==> src/rtl/arb_mux_rr_if.sv <==
`default_nettype none
// ============================================================================
// arb_mux_rr_if : valid/ready bundle between N producers, arb_mux_rr and sink
// Rev 1.0
// ============================================================================
interface arb_mux_rr_if #(
  parameter int N  = 4,
  parameter int W  = 8,
  parameter int SW = $clog2(N)
);
  logic [N*W-1:0] in_data;
  logic [N-1:0]   in_valid;
  logic [N-1:0]   in_ready;
  logic           mode;
  logic [SW-1:0]  sel;
  logic [W-1:0]   out_data;
  logic           out_valid;
  logic [SW-1:0]  out_sel;
  logic           out_ready;

  modport master (
    output in_data, in_valid, mode, sel, out_ready,
    input  in_ready, out_data, out_valid, out_sel
  );

  modport slave (
    input  in_data, in_valid, mode, sel, out_ready,
    output in_ready, out_data, out_valid, out_sel
  );
endinterface
`default_nettype wire

==> src/rtl/arb_mux_rr.sv <==
`default_nettype none
// ============================================================================
// arb_mux_rr : N-channel registered mux, manual select or round-robin arbiter
// Rev 1.0
// ============================================================================
module arb_mux_rr #(
  parameter int N  = 4,
  parameter int W  = 8,
  parameter int SW = $clog2(N)
) (
  input  logic        clk,
  input  logic        rst_n,
  arb_mux_rr_if.slave bus
);
  localparam logic [SW-1:0] c_LAST = SW'(N - 1);

  logic [W-1:0]  out_data_q, out_data_d;
  logic [SW-1:0] out_sel_q,  out_sel_d;
  logic          out_valid_q, out_valid_d;
  logic [SW-1:0] ptr_q, ptr_d;

  logic          w_load;
  logic          w_gnt_vld;
  logic [SW-1:0] w_gnt;

  // Map ptr+offset back into 0..N-1 without a divider (offset < N).
  function automatic logic [SW-1:0] f_wrap(input int v);
    return (v >= N) ? SW'(v - N) : SW'(v);
  endfunction

  assign w_load = !out_valid_q || bus.out_ready;

  always_comb begin
    w_gnt_vld = 1'b0;
    w_gnt     = '0;
    if (!bus.mode) begin
      if (({1'b0, bus.sel} < (SW+1)'(N)) && bus.in_valid[bus.sel]) begin
        w_gnt_vld = 1'b1;
        w_gnt     = bus.sel;
      end
    end else begin
      // Scan from the far end so the channel nearest ptr is the last to win.
      for (int i = N - 1; i >= 0; i--) begin
        if (bus.in_valid[f_wrap(int'(ptr_q) + i)]) begin
          w_gnt_vld = 1'b1;
          w_gnt     = f_wrap(int'(ptr_q) + i);
        end
      end
    end
  end

  always_comb begin
    out_data_d  = out_data_q;
    out_sel_d   = out_sel_q;
    out_valid_d = out_valid_q;
    ptr_d       = ptr_q;
    if (w_load) begin
      out_valid_d = w_gnt_vld;
      if (w_gnt_vld) begin
        out_data_d = bus.in_data[w_gnt*W +: W];
        out_sel_d  = w_gnt;
        ptr_d      = (w_gnt == c_LAST) ? '0 : w_gnt + 1'b1;
      end
    end
  end

  always_ff @(posedge clk or negedge rst_n) begin
    if (!rst_n) begin
      out_data_q  <= '0;
      out_sel_q   <= '0;
      out_valid_q <= 1'b0;
      ptr_q       <= '0;
    end else begin
      out_data_q  <= out_data_d;
      out_sel_q   <= out_sel_d;
      out_valid_q <= out_valid_d;
      ptr_q       <= ptr_d;
    end
  end

  // in_ready is gated by rst_n so it reads 0 for the whole reset window.
  assign bus.in_ready  = (rst_n && w_load && w_gnt_vld) ? (N'(1) << w_gnt) : '0;
  assign bus.out_data  = out_data_q;
  assign bus.out_sel   = out_sel_q;
  assign bus.out_valid = out_valid_q;
endmodule
`default_nettype wire

==> src/flat_wrapper.sv <==
// flat-port wrapper written by rule: the top's interface ports become plain ports
module arb_mux_rr_flat 
#(
  parameter int N  = 4,
  parameter int W  = 8,
  parameter int SW = $clog2(N)
)
  (clk, rst_n, bus_in_data, bus_in_valid, bus_mode, bus_sel, bus_out_ready, bus_in_ready, bus_out_data, bus_out_valid, bus_out_sel);
  arb_mux_rr_if #(.N(N), .W(W), .SW(SW)) bus_i ();
  input  logic clk;
  input  logic rst_n;
  input wire logic [$bits(bus_i.in_data)-1:0] bus_in_data;
  input wire logic [$bits(bus_i.in_valid)-1:0] bus_in_valid;
  input wire logic [$bits(bus_i.mode)-1:0] bus_mode;
  input wire logic [$bits(bus_i.sel)-1:0] bus_sel;
  input wire logic [$bits(bus_i.out_ready)-1:0] bus_out_ready;
  output wire logic [$bits(bus_i.in_ready)-1:0] bus_in_ready;
  output wire logic [$bits(bus_i.out_data)-1:0] bus_out_data;
  output wire logic [$bits(bus_i.out_valid)-1:0] bus_out_valid;
  output wire logic [$bits(bus_i.out_sel)-1:0] bus_out_sel;
  assign bus_i.in_data = bus_in_data;
  assign bus_i.in_valid = bus_in_valid;
  assign bus_i.mode = bus_mode;
  assign bus_i.sel = bus_sel;
  assign bus_i.out_ready = bus_out_ready;
  assign bus_in_ready = bus_i.in_ready;
  assign bus_out_data = bus_i.out_data;
  assign bus_out_valid = bus_i.out_valid;
  assign bus_out_sel = bus_i.out_sel;
  arb_mux_rr #(.N(N), .W(W), .SW(SW)) u_core (.clk(clk), .rst_n(rst_n), .bus(bus_i));
endmodule
==> config.mk <==
export PLATFORM = sky130hd
export DESIGN_NAME = arb_mux_rr_flat
export DESIGN_NICKNAME = d
export VERILOG_FILES = /design/src/rtl/arb_mux_rr_if.sv /design/src/rtl/arb_mux_rr.sv /design/src/flat_wrapper.sv
export SDC_FILE = /design/constraint.sdc
export NUM_CORES = 1
export LEC_CHECK = 0
export CAP_MARGIN = 15
export CORE_ASPECT_RATIO = 1.75
export CORE_MARGIN = 2
export CORE_UTILIZATION = 42
export CTS_BUF_LIST = sky130_fd_sc_hd__clkbuf_8
export CTS_CLUSTER_DIAMETER = 150
export CTS_CLUSTER_SIZE = 40
export DETAILED_ROUTE_END_ITERATION = 8
export PLACE_DENSITY = 0.87
export SLEW_MARGIN = 0
export SYNTH_ARGS = -nofsm -noshare
export SYNTH_HDL_FRONTEND = slang
export SYNTH_SLANG_ARGS = --single-unit
==> constraint.sdc <==
create_clock -name clk -period 5.29 [get_ports clk]
set_input_delay 0.7935 -clock clk [delete_from_list [all_inputs] [get_ports clk]]
set_output_delay 0.7935 -clock clk [all_outputs]
set_load 0.05 [all_outputs]
---- Yosys cells after proc, flatten, opt, wreduce, memory -nomap -nowiden ----
Index checks and enable logic that the tools add are counted.
storage, ports and cells
  memory bits (writable) .................. 0
  bits in read-only memories .............. 0
  memories ................................ 0
  flip-flop bits (word level) ............. 13
  logic and storage cells ................. 57
  bits in latches ......................... 0
cells by class
  div/mod/pow operators ................... 0
  shift operators ......................... 2
  reductions and logical operators ........ 5
  add/sub/neg operators ................... 8
  eq/ne operators ......................... 1
  multipliers ............................. 0
  mux-type cells .......................... 28
  bitwise gates (word level) .............. 0
  magnitude comparators ................... 9
operators by type and width
  kind                   count
  $shiftx A32 B6 Y8      1
  $mux W2                11
  $lt A2 B3 Y1 const B   5
  $mux W1                11
  $bmux W1 S2            5
  $ge A3 B3 Y1 const B   3
  $sub A2 B1 Y2 const B  4
  $add A2 B2 Y3 const B  2
  $mux W4                1
  $shl A1 B2 Y4 const A  1
  $add A2 B1 Y3 const B  1
  $ge A2 B3 Y1 const B   1
  $add A2 B1 Y2 const B  1
  $eq A2 B2 Y1 const B   1
  $logic_and A1 B1 Y1    2
  $reduce_and A2 Y1      1
  $logic_not A1 Y1       1
  $logic_or A1 B1 Y1     1

---- Longest topological paths before layout ----
Gate-level depths: netlist of the first run.
  depth after elaboration ................. 12
  mapped depth ............................ 7

---- Least setup slack after synthesis of the first run ----
Ideal clock, no wire load.
  path kind ............................... input to output
  start ................................... input bus_sel[0]
  end ..................................... output bus_in_ready[3]
  path slack .............................. 1490 ps
  arrival time ............................ 3007 ps
  stages on the path ...................... 7
  path through ............................ mux2i_1 > or3_4 > a32oi_2 > buf_2 > buf_2 > nand2_1 > nor3_1
on the way
  word-level cells in the longest chain between the ends .. 6
  elaborated cells between the ends (all ways) .. 9
  classes of those cells .................. shift: 1; mux: 7; reduce/logical: 1
ends and longest elaborated chain
  element                                               RTL line            text
  start, declared                                       flat_wrapper.sv:15  input wire logic [$bits(bus_i.sel)-1:0] bus_sel;
  $bmux W1 S2                                           arb_mux_rr.sv:37    if (({1'b0, bus.sel} < (SW+1)'(N)) && bus.in_valid[bus.sel]) begin
  $mux W1 (not written as such)                         arb_mux_rr.sv:37
  $mux W2 or $mux W1 (tied branches)                    arb_mux_rr.sv:37
  $mux W2 or $mux W1 (tied branches)                    arb_mux_rr.sv:36    if (!bus.mode) begin
  $shl A1 B2 Y4 or $logic_and A1 B1 Y1 (tied branches)  arb_mux_rr.sv:82    assign bus.in_ready = (rst_n && w_load && w_gnt_vld) ? (N'(1) << w_gnt) : '0;
  $mux W4 *                                             arb_mux_rr.sv:82
  end, declared                                         flat_wrapper.sv:17  output wire logic [$bits(bus_i.in_ready)-1:0] bus_in_ready;
Every way passes the cells marked *; elsewhere a longest branch is shown, timed or not. The select of a mux whose other input is x is not followed.

---- Final worst setup path of the first run ----
  start ................................... input bus_sel[0]
  end ..................................... output bus_in_ready[2]
Same word-level chain as after synthesis.

==> impl_results.md, run 1 <==
- Placed Area: ~0.0016 mm²
- Top Family by Delay on Critical Path: buffers and inverters
- Type of destination of the critical path: output pin
- Initial Util: around 44%
- Number of max-slew violations in the final report: 0
- Minimum clock period: 4.43 ns
- EDFF count, synth: 0
- WP data required: 4.50 ns
- H-Tree Depth: 1
- Fill cell instance count of the final layout: between 150 and 200
- TritonCTS clock tree: built
- Maximum fanout encountered on the critical timing path: 21
- Detailed placement HPWL: 2570 µm
- Overflow left after global routing: 0
- Crit share post-route: 83.8%
- Height of the die: just under 70 µm
- Cell mode on critical path: clkdlybuf4s50_1
- Crit path setup slack, layout: 0.859 ns
- Synthesized area divided by synthesized cell count: 9.00 µm²
- Most common flop cell mapped by yosys: dfrtp_1
- Worst skew pair latency: 0.25 ns
- Critical-path cell with the highest stage delay: clkdlybuf4s50_1
- CP Cell Sequence: clkdlybuf4s50_1 -> mux2_2 -> nand3b_1 -> buf_4 -> a21bo_1 -> and2_4 -> ha_1 -> and3_1 -> clkdlybuf4s50_1
- Post-synthesis sequential area ratio: about 32%
- Synth unique cells: 40
- Synthesis-to-finish area growth: 61.5%
- Area enclosed by the die boundary: roughly 0.0028 mm²
- Via count of the first global-routing pass: between 1000 and 1500
- Top cells by area in the synthesized netlist: dfrtp_1, mux2i_1, nand4_1
- Total CTS buffers: 3
- Antenna violations before repair: 0
- Kind of path behind the tightest hold check: reg -> reg
- Register-to-register setup slack: 3.28 ns
- Gpl congestion: 0.763
- Slew margin rel.: 43.5%
- Leakage dissipation: roughly 0.66 nW
- Count of buffers from port buffering: 56
- Core area: 0.00227 mm²
- Fraction of registers with async set or reset after synthesis: 100%
- Final sum of negative setup slack: 0 ns
- Top cell type by total area after synthesis: dfrtp_1
- Worst IR Drop VDD: 0.243 mV
- Setup repair after global routing missed its margin: false
- Std-Cell Rows: 23
- Ant. Diodes: 0
- CP arrival: 3.64 ns
- Nature of the critical path startpoint: primary input
- Most frequently used cell type in the post-synthesis netlist: dfrtp_1
- Category of the most critical setup path: in -> out
- Boundary pin count: 57
- Setup repair bufs after CTS: 0
- Worst hold slack: 0.507 ns
- R2R Path Start: u_core.ptr_q[1]
- Power per standard cell area: about 340 mW/mm²
- First-pass GRT wire length: roughly 5000 µm
- First-pass iteration count of the detailed router: 4
- Final core utilization: a little under three quarters
- Routed via count divided by cell count: 6.08
- Destination of the worst hold path: u_core.bus.out_sel[0]
- Hold_sp: u_core.bus.out_sel[0]
- Final total power: 0.548 mW
- Worst Setup Slack post-DPL: 0.885 ns
- Cell count after placement: 189
- Fraction of final layout cells with drive strength greater than 1: 7.14%
- Synth cell count leaders: dfrtp_1, nand2_1, nand4_1, nor2_1, mux2i_1
- Clock Sinks: 13
- Achievable clock frequency: 226 MHz
- Cell Count, Final, Fillers Out: 193
- Slew of the pin with the lowest slew margin: 0.842 ns
- Clock root buffer: clkbuf_8
- Routed wire length: 3330 µm
- Post-route ant nets: 0
- Area share of the leading cell type in the synthesized netlist: 32.3%
- Worst reg-to-reg path cell count: 7
- Net count of the mapped netlist: 155
- Clock-pin slew of the registers on the worst-case setup and hold paths: ~0.06 ns
- Overall track demand over capacity in global routing: 25.9%
- Number of cells upsized or downsized after cts: 0
- DRC Markers: 0
- Number of max-cap violations: 0
- Status: finished, final reports clean
- Combined buffer and inverter count along the critical path: 3
- DRT iter0 DRCs: 43
- Drt wl/cell: between 15 and 20 µm
- Cells after Synth: 112
- Clk buf depth: 2
- Worst Skew: 0.00191 ns
- Die Width: about 40 µm
- Warnings from Yosys: 0
- Netlist area before placement: 0.00101 mm²
- Area of all placed cells without fillers: 0.00163 mm²
- Area of combinational cells with multiple inputs: 622 µm²
- Vias after detailed routing: around 1200
- Total of flip-flops plus latches after synthesis: 13
- Seq. cell area: roughly 330 µm²
- Final hold viol count: 0
- Worst reg2reg endpoint: u_core.bus.out_data[6]
- Maximum number of pins on one net before global-route repair: 22
- # setup viols final: 0
- Peak per-stage delay on the critical path: 0.80 ns
- Total of hold buffers inserted after clock tree synthesis: 0
- Post-layout net count: 212
- Number of cells traversed by the worst hold path: 1
-- flip-flops by register name, summed over array words and instances, names as in the netlist --
| register | cells |
|---|---|
| u_core.bus.out_sel | 2 |
| u_core.bus.out_data | 8 |
| u_core.ptr_q | 2 |
| u_core.bus.out_valid | 1 |
-- how the worst max path moves through the flow --
| stage | from | endpoint | slack (ns) | cells after the start |
|---|---|---|---|---|
| CTS | bus_sel[0] | bus_in_ready[2] | 0.86 | 9 |
| global route | bus_sel[0] | bus_in_ready[2] | 0.72 | 9 |
| global placement | bus_sel[0] | bus_in_ready[2] | 0.94 | 9 |
| finish | bus_sel[0] | bus_in_ready[2] | 0.86 | 9 |
| detailed placement | bus_sel[0] | bus_in_ready[2] | 0.89 | 9 |
| floorplan | bus_sel[0] | bus_in_ready[3] | 1.49 | 7 |
-- per-layer routing --
metal / routed length [µm] / track usage (%)
met1: 1160 / 28.8
met2: 1840 / 43.6
met3: 200 / 3.53
met4: 127 / 15.8
met5: 0 / 0
-- worst register-to-register path: stages (launching register included) --
cell       delay (ns)
dfrtp_1          0.44
a21o_1           0.20
a21oi_1          0.14
o221ai_1         0.14
buf_4            0.20
and2_1           0.24
a2111oi_0        0.43
a211oi_1         0.09
-- cell families (layout without fill, tap and decap cells) --
logic type                 Yosys count  in the layout  share of synthesized area (%)
and+or+nand+nor                     39             39                           19.7
AOI/OAI and AO/OA                   31             31                           25.1
muxes                               15             15                           15.6
DFF                                 13             13                           32.3
buffers and inverters               13             69                           6.08
adders and majority gates            1              1                           1.24
-- power by group --
group          total (mW)  leakage (nW)  internal [mW]  switching, mW
Clock              0.0896        0.0269         0.0514         0.0382
Sequential          0.150         0.152          0.129         0.0209
Combinational       0.308         0.476          0.121          0.187
Total               0.548         0.655          0.302          0.246
-- layout make-up --
type,count,area share [%]
clock buffers,3,2.53
clock inverters,1,0.230
inverters,6,1.38
multi-input cells,86,38.2
flip-flops and latches,13,20.0
well taps,25,1.92
repair buffers,59,35.8
-- cells in the final DEF (no fill, tap or decap), types with 2 or more instances in the layout --
cell type	count
a2111oi_2	2
a211oi_1	3
a21boi_0	3
a21oi_1	2
buf_4	3
clkbuf_8	3
clkdlybuf4s50_1	56
dfrtp_1	13
inv_1	6
mux2_1	5
mux2i_1	9
nand2_1	10
nand3_1	2
nand4_1	10
nor2_1	10
o211ai_1	5
o21ai_1	3
Note: power is estimated with default switching activity, not from simulation.
==> inputs of run 2 (changes only) <==
--- a/config.mk
+++ b/config.mk
@@ -8,12 +8,12 @@
 export CAP_MARGIN = 15
 export CORE_ASPECT_RATIO = 1.75
 export CORE_MARGIN = 2
-export CORE_UTILIZATION = 42
+export CORE_UTILIZATION = 39
 export CTS_BUF_LIST = sky130_fd_sc_hd__clkbuf_8
 export CTS_CLUSTER_DIAMETER = 150
 export CTS_CLUSTER_SIZE = 40
 export DETAILED_ROUTE_END_ITERATION = 8
-export PLACE_DENSITY = 0.87
+export PLACE_DENSITY = 0.82
 export SLEW_MARGIN = 0
 export SYNTH_ARGS = -nofsm -noshare
 export SYNTH_HDL_FRONTEND = slang
==> constraint.sdc (replaced) <==
create_clock -name clk -period 4.6 [get_ports clk]
set_input_delay 0.69 -clock clk [delete_from_list [all_inputs] [get_ports clk]]
set_output_delay 0.69 -clock clk [all_outputs]
set_load 0.05 [all_outputs]
==> impl_results.md, run 2 (same netlist as run 1, synthesis figures left out) <==
- Height of the die: 71.3 µm
- Max reg flops: 8
- Achievable clock frequency: 265 MHz
- Slew of the pin with the lowest slew margin: roughly 0.83 ns
- Slew margin rel.: 44.1%
- Worst hold slack: 0.511 ns
- Area enclosed by the die boundary: 0.00302 mm²
- Fraction of final layout cells with drive strength greater than 1: 8.98%
- Cell count after placement: 189
- Final hold viol count: 0
- DRC Markers: 0
- Leading cell types in the layout, fill and taps excluded: clkdlybuf4s50_1, dfrtp_1, nor2_1, nand2_1, nand4_1
- Worst reg2reg endpoint: u_core.bus.out_data[6]
- Die Width: 42.4 µm
- Category of the most critical setup path: in -> out
- Final total power: between 0.6 and 0.7 mW
- Leakage dissipation: around 0.66 nW
- Routed wire length: approximately 3200 µm
- Crit share post-route: just over 80%
- Cell Count, Final, Fillers Out: 193
- Fill cell instance count of the final layout: 208
- Boundary pin count: 57
- Routed via count divided by cell count: 5.83
- Number of max-cap violations: 0
- TritonCTS clock tree: built
- Maximum number of pins on one net before global-route repair: 22
- Total CTS buffers: 3
- Overflow left after global routing: 0
- Setup repair bufs after CTS: 0
- Overall track demand over capacity in global routing: 21.7%
- DRT iter0 DRCs: 21
- Power per standard cell area: roughly 390 mW/mm²
- # setup viols final: 0
- Vias after detailed routing: 1125
- Number of cells upsized or downsized after cts: 0
- Clock root buffer: clkbuf_8
- Clock-pin slew of the registers on the worst-case setup and hold paths: 0.06 ns
- Via count of the first global-routing pass: 1146
- Post-layout net count: 211
- CP arrival: slightly above 3 ns
- Number of max-slew violations in the final report: 0
- Status: finished, final reports clean
- Std-Cell Rows: 24
- Maximum fanout encountered on the critical timing path: 21
- Most common cell after layout, fill and taps aside: clkdlybuf4s50_1
- Count of buffers from port buffering: 56
- R2R Path Start: u_core.ptr_q[1]
- Ant. Diodes: 0
- Clk buf depth: 2
- Worst IR Drop VDD: around 0.27 mV
- Register-to-register setup slack: 2.60 ns
- Initial Util: between 40% and 50%
- Worst skew pair latency: 0.25 ns
- Worst reg-to-reg path cell count: 7
- Nature of the critical path startpoint: primary input
- Worst Skew: 0.00354 ns
- Antenna violations before repair: 0
- Kind of path behind the tightest hold check: reg -> reg
- Type of destination of the critical path: output pin
- Number of cells traversed by the worst hold path: 2
- First-pass iteration count of the detailed router: 4
- Clock Sinks: 13
- H-Tree Depth: 1
- Setup repair after global routing missed its margin: false
- Gpl congestion: 0.771
- Post-route ant nets: 0
- First-pass GRT wire length: 5090 µm
- Setup crit start: bus_sel[0]
- Synthesis-to-finish area growth: 59.9%
- Total of hold buffers inserted after clock tree synthesis: 0
- Core area: 0.00246 mm²
- Minimum clock period: 3.78 ns
- Detailed placement HPWL: 2470 µm
- Final sum of negative setup slack: 0 ns
- WP data required: 3.91 ns
- Drt wl/cell: roughly 16 µm
- Setup crit end: bus_in_ready[2]
run 2: cell types whose count changed in the layout (fill, tap and decap cells not counted), sizes merged:
| cell | before | now |
|---|---|---|
| clkdlybuf4s50 | 56 | 52 |
| buf | 3 | 6 |
run 2: metrics by stage:
stage	instance area, µm²	setup WS, ns	utilization [%]
2_1_floorplan	1010	1.01	-
3_3_place_gp	1570	0.906	63.7
3_5_place_dp	1570	0.870	63.7
4_1_cts	1610	0.855	65.5
5_1_grt	1610	0.705	65.5
6_report	1610	0.820	65.5
run 2: worst min-delay path by stage:
stage                                  end  slack (ns)                    from
floorplan           u_core.bus.out_data[0]        0.39                   rst_n
global placement     u_core.bus.out_sel[0]        0.48   u_core.bus.out_sel[0]
detailed placement  u_core.bus.out_data[3]        0.49  u_core.bus.out_data[3]
CTS                 u_core.bus.out_data[3]        0.51  u_core.bus.out_data[3]
global route        u_core.bus.out_data[3]        0.52  u_core.bus.out_data[3]
finish              u_core.bus.out_data[3]        0.51  u_core.bus.out_data[3]
run 2: layer usage:
layer  share of wire, %  up-vias  GRT usage (%)
li1                   -      538              -
met1                 38      539           23.4
met2                 55       38           38.5
met3                4.9       10           4.28
met4                3.0        0           12.5
met5                  0        -              0
run 2: cell type report:
type | count | area, µm² | area share (%)
multi-input combinational | 86 | 622 | 38.6
inverter | 6 | 22.5 | 1.40
tap | 26 | 32.5 | 2.02
clock inverter | 1 | 3.75 | 0.233
clock buffer | 3 | 41.3 | 2.56
sequential | 13 | 325 | 20.2
timing repair buffer | 58 | 566 | 35.1
run 2: worst max-delay path, cell delays in order:
cell and delay [ns]:
clkdlybuf4s50_1 0.53, mux2_2 0.34, nand3b_1 0.41, a21bo_1 0.23
and2_4 0.34, ha_1 0.19, and3_1 0.15, buf_4 0.20
run 2: power by group:
part           internal (mW)  switching (mW)  leakage [nW]
Sequential             0.149          0.0256         0.152
Combinational          0.137           0.209         0.480
Clock                 0.0591          0.0448        0.0269
==> inputs of run 3 (changes only) <==
--- a/config.mk
+++ b/config.mk
@@ -8,12 +8,12 @@
 export CAP_MARGIN = 15
 export CORE_ASPECT_RATIO = 1.75
 export CORE_MARGIN = 2
-export CORE_UTILIZATION = 39
+export CORE_UTILIZATION = 35
 export CTS_BUF_LIST = sky130_fd_sc_hd__clkbuf_8
 export CTS_CLUSTER_DIAMETER = 150
 export CTS_CLUSTER_SIZE = 40
 export DETAILED_ROUTE_END_ITERATION = 8
-export PLACE_DENSITY = 0.82
+export PLACE_DENSITY = 0.77
 export SLEW_MARGIN = 0
 export SYNTH_ARGS = -nofsm -noshare
 export SYNTH_HDL_FRONTEND = slang
==> constraint.sdc (replaced) <==
create_clock -name clk -period 3.1 [get_ports clk]
set_input_delay 0.465 -clock clk [delete_from_list [all_inputs] [get_ports clk]]
set_output_delay 0.465 -clock clk [all_outputs]
set_load 0.05 [all_outputs]
==> impl_results.md, run 3 (same netlist as run 1, synthesis figures left out) <==
- Core area: roughly 0.0027 mm²
- Nature of the critical path startpoint: primary input
- Cell count after placement: 195
- Overflow left after global routing: 0
- Drt wl/cell: approximately 17 µm
- Clock Sinks: 13
- Worst skew pair latency: 0.24 ns
- Synthesis-to-finish area growth: 70.7%
- CP arrival: 2.55 ns
- Logic gate share of total power: 57.0%
- WP data required: 2.63 ns
- R2R Path Start: u_core.ptr_q[1]
- Clock network power share: 16.0%
- Worst reg2reg endpoint: u_core.bus.out_data[3]
- Leakage dissipation: 0.702 nW
- Destination of the worst hold path: u_core.bus.out_sel[0]
- Max reg flops: 8
- Seq. cell area: 325 µm²
- Setup crit start: bus_in_valid[1]
- Std-Cell Rows: 25
- Height of the die: 75.0 µm
- Clk buf depth: 2
- Slew of the pin with the lowest slew margin: ~0.73 ns
- Area of all placed cells without fillers: around 0.0017 mm²
- Share of total power in sequential cells: 27.0%
- Total of hold buffers inserted after clock tree synthesis: 0
- Worst IR Drop VDD: 0.412 mV
- Post-layout net count: 218
- Maximum fanout encountered on the critical timing path: 12
- Status: finished, final reports clean
- Initial Util: 37.1%
- TritonCTS clock tree: built
- Power per standard cell area: around 550 mW/mm²
- Worst Skew: 0.00102 ns
- Vias after detailed routing: 1156
- Switching power as a share of total power: 44.4%
- Post-route ant nets: 0
- Setup repair after global routing missed its margin: false
- Clock root buffer: clkbuf_8
- Ant. Diodes: 0
- Fraction of final layout cells with drive strength greater than 1: 13.2%
- Leading cell types in the layout, fill and taps excluded: clkdlybuf4s50_1, dfrtp_1, nor2_1, nand2_1, nand4_1
- H-Tree Depth: 1
- Cell-internal power: 0.530 mW
- DRT iter0 DRCs: 31
- Placed Area: 0.00166 mm²
- Minimum clock period: roughly 3.0 ns
- Final sum of negative setup slack: 0 ns
- Count of buffers from port buffering: 56
- Hold_sp: u_core.bus.out_sel[0]
- Routed via count divided by cell count: around 5.8
- Antenna violations before repair: 0
- Via count of the first global-routing pass: 1241
- Crit share post-route: 97.2%
- Worst Setup Slack post-DPL: 0.119 ns
- Clock-pin slew of the registers on the worst-case setup and hold paths: about 0.06 ns
- Crit path setup slack, layout: 0.0879 ns
- Routed wire length: 3380 µm
- # setup viols final: 0
- Final hold viol count: 0
- First-pass GRT wire length: 5330 µm
- Overall track demand over capacity in global routing: 21.4%
- Number of max-slew violations in the final report: 0
- Boundary pin count: 57
- Achievable clock frequency: 332 MHz
- Fill cell instance count of the final layout: 232
- Most common cell after layout, fill and taps aside: clkdlybuf4s50_1
- Area of combinational cells with multiple inputs: 627 µm²
- Worst hold slack: approximately 0.5 ns
- Die Width: 44.6 µm
- Cell Count, Final, Fillers Out: 201
- Register-to-register setup slack: 1.07 ns
- Detailed placement HPWL: 2610 µm
- Category of the most critical setup path: in -> out
- Number of max-cap violations: 0
- Type of destination of the critical path: output pin
- Area enclosed by the die boundary: 0.00334 mm²
- Worst reg-to-reg path cell count: 7
- P_sw: around 0.42 mW
- First-pass iteration count of the detailed router: 4
- Total CTS buffers: 3
- Final core utilization: 63.3%
- Slew margin rel.: between 50% and 60%
- Final total power: 0.954 mW
- DRC Markers: 0
- Maximum number of pins on one net before global-route repair: 19
- Gpl congestion: 0.882
- Kind of path behind the tightest hold check: reg -> reg
- Number of cells traversed by the worst hold path: 1
-- run 3: changes by cell type in the layout (fill, tap and decap cells not counted) --
cell / previous run / this run
buf_12: 0 / 4
buf_4: 6 / 9
nor3_1: 1 / 0
nor3_2: 0 / 1
-- run 3: repair_timing --
action | in CTS | in global routing
gates resized for setup | 0 | 0
setup endpoints to repair | 0 | 1
setup buffers | 0 | 2
hold endpoints to repair | 0 | 0
-- run 3: cell type report --
cell class / count / share of cell area [%]
tap: 27 / 1.96
clock buffer: 3 / 2.40
sequential: 13 / 18.9
inverter: 6 / 1.31
timing repair buffer: 65 / 38.8
multi-input combinational: 86 / 36.4
clock inverter: 1 / 0.218
-- run 3: layer usage --
metal | part of all wire, % | track usage [%] | routed length [µm]
met5 | 0 | 0 | 0
met4 | 1.2 | 8.75 | 39
met3 | 5.8 | 3.36 | 196
met2 | 55 | 39.5 | 1870
met1 | 38 | 23.4 | 1270
-- run 3: worst max path at each step --
stage / endpoint / cells past startpoint
CTS: bus_in_ready[2] / 8
global route: bus_in_ready[2] / 8
global placement: bus_in_ready[2] / 8
floorplan: bus_in_ready[0] / 7
detailed placement: bus_in_ready[2] / 8
finish: bus_in_ready[2] / 8
-- run 3: worst max-delay path: stages --
cell,delay [ns]
clkdlybuf4s50_1,0.60
mux2i_1,0.11
or3_4,0.37
a21bo_1,0.24
and2_4,0.23
ha_1,0.19
and3_1,0.19
buf_12,0.15
-- run 3: power by group through the flow --
stage / registers (mW) / logic, mW / clock network (mW)
2_1_floorplan: 0.405 / 0.183 / 0
3_3_place_gp: 0.258 / 0.529 / 0
3_5_place_dp: 0.260 / 0.539 / 0
4_1_cts: 0.257 / 0.544 / 0.154
5_1_grt: 0.266 / 0.575 / 0.156
6_report: 0.258 / 0.543 / 0.153
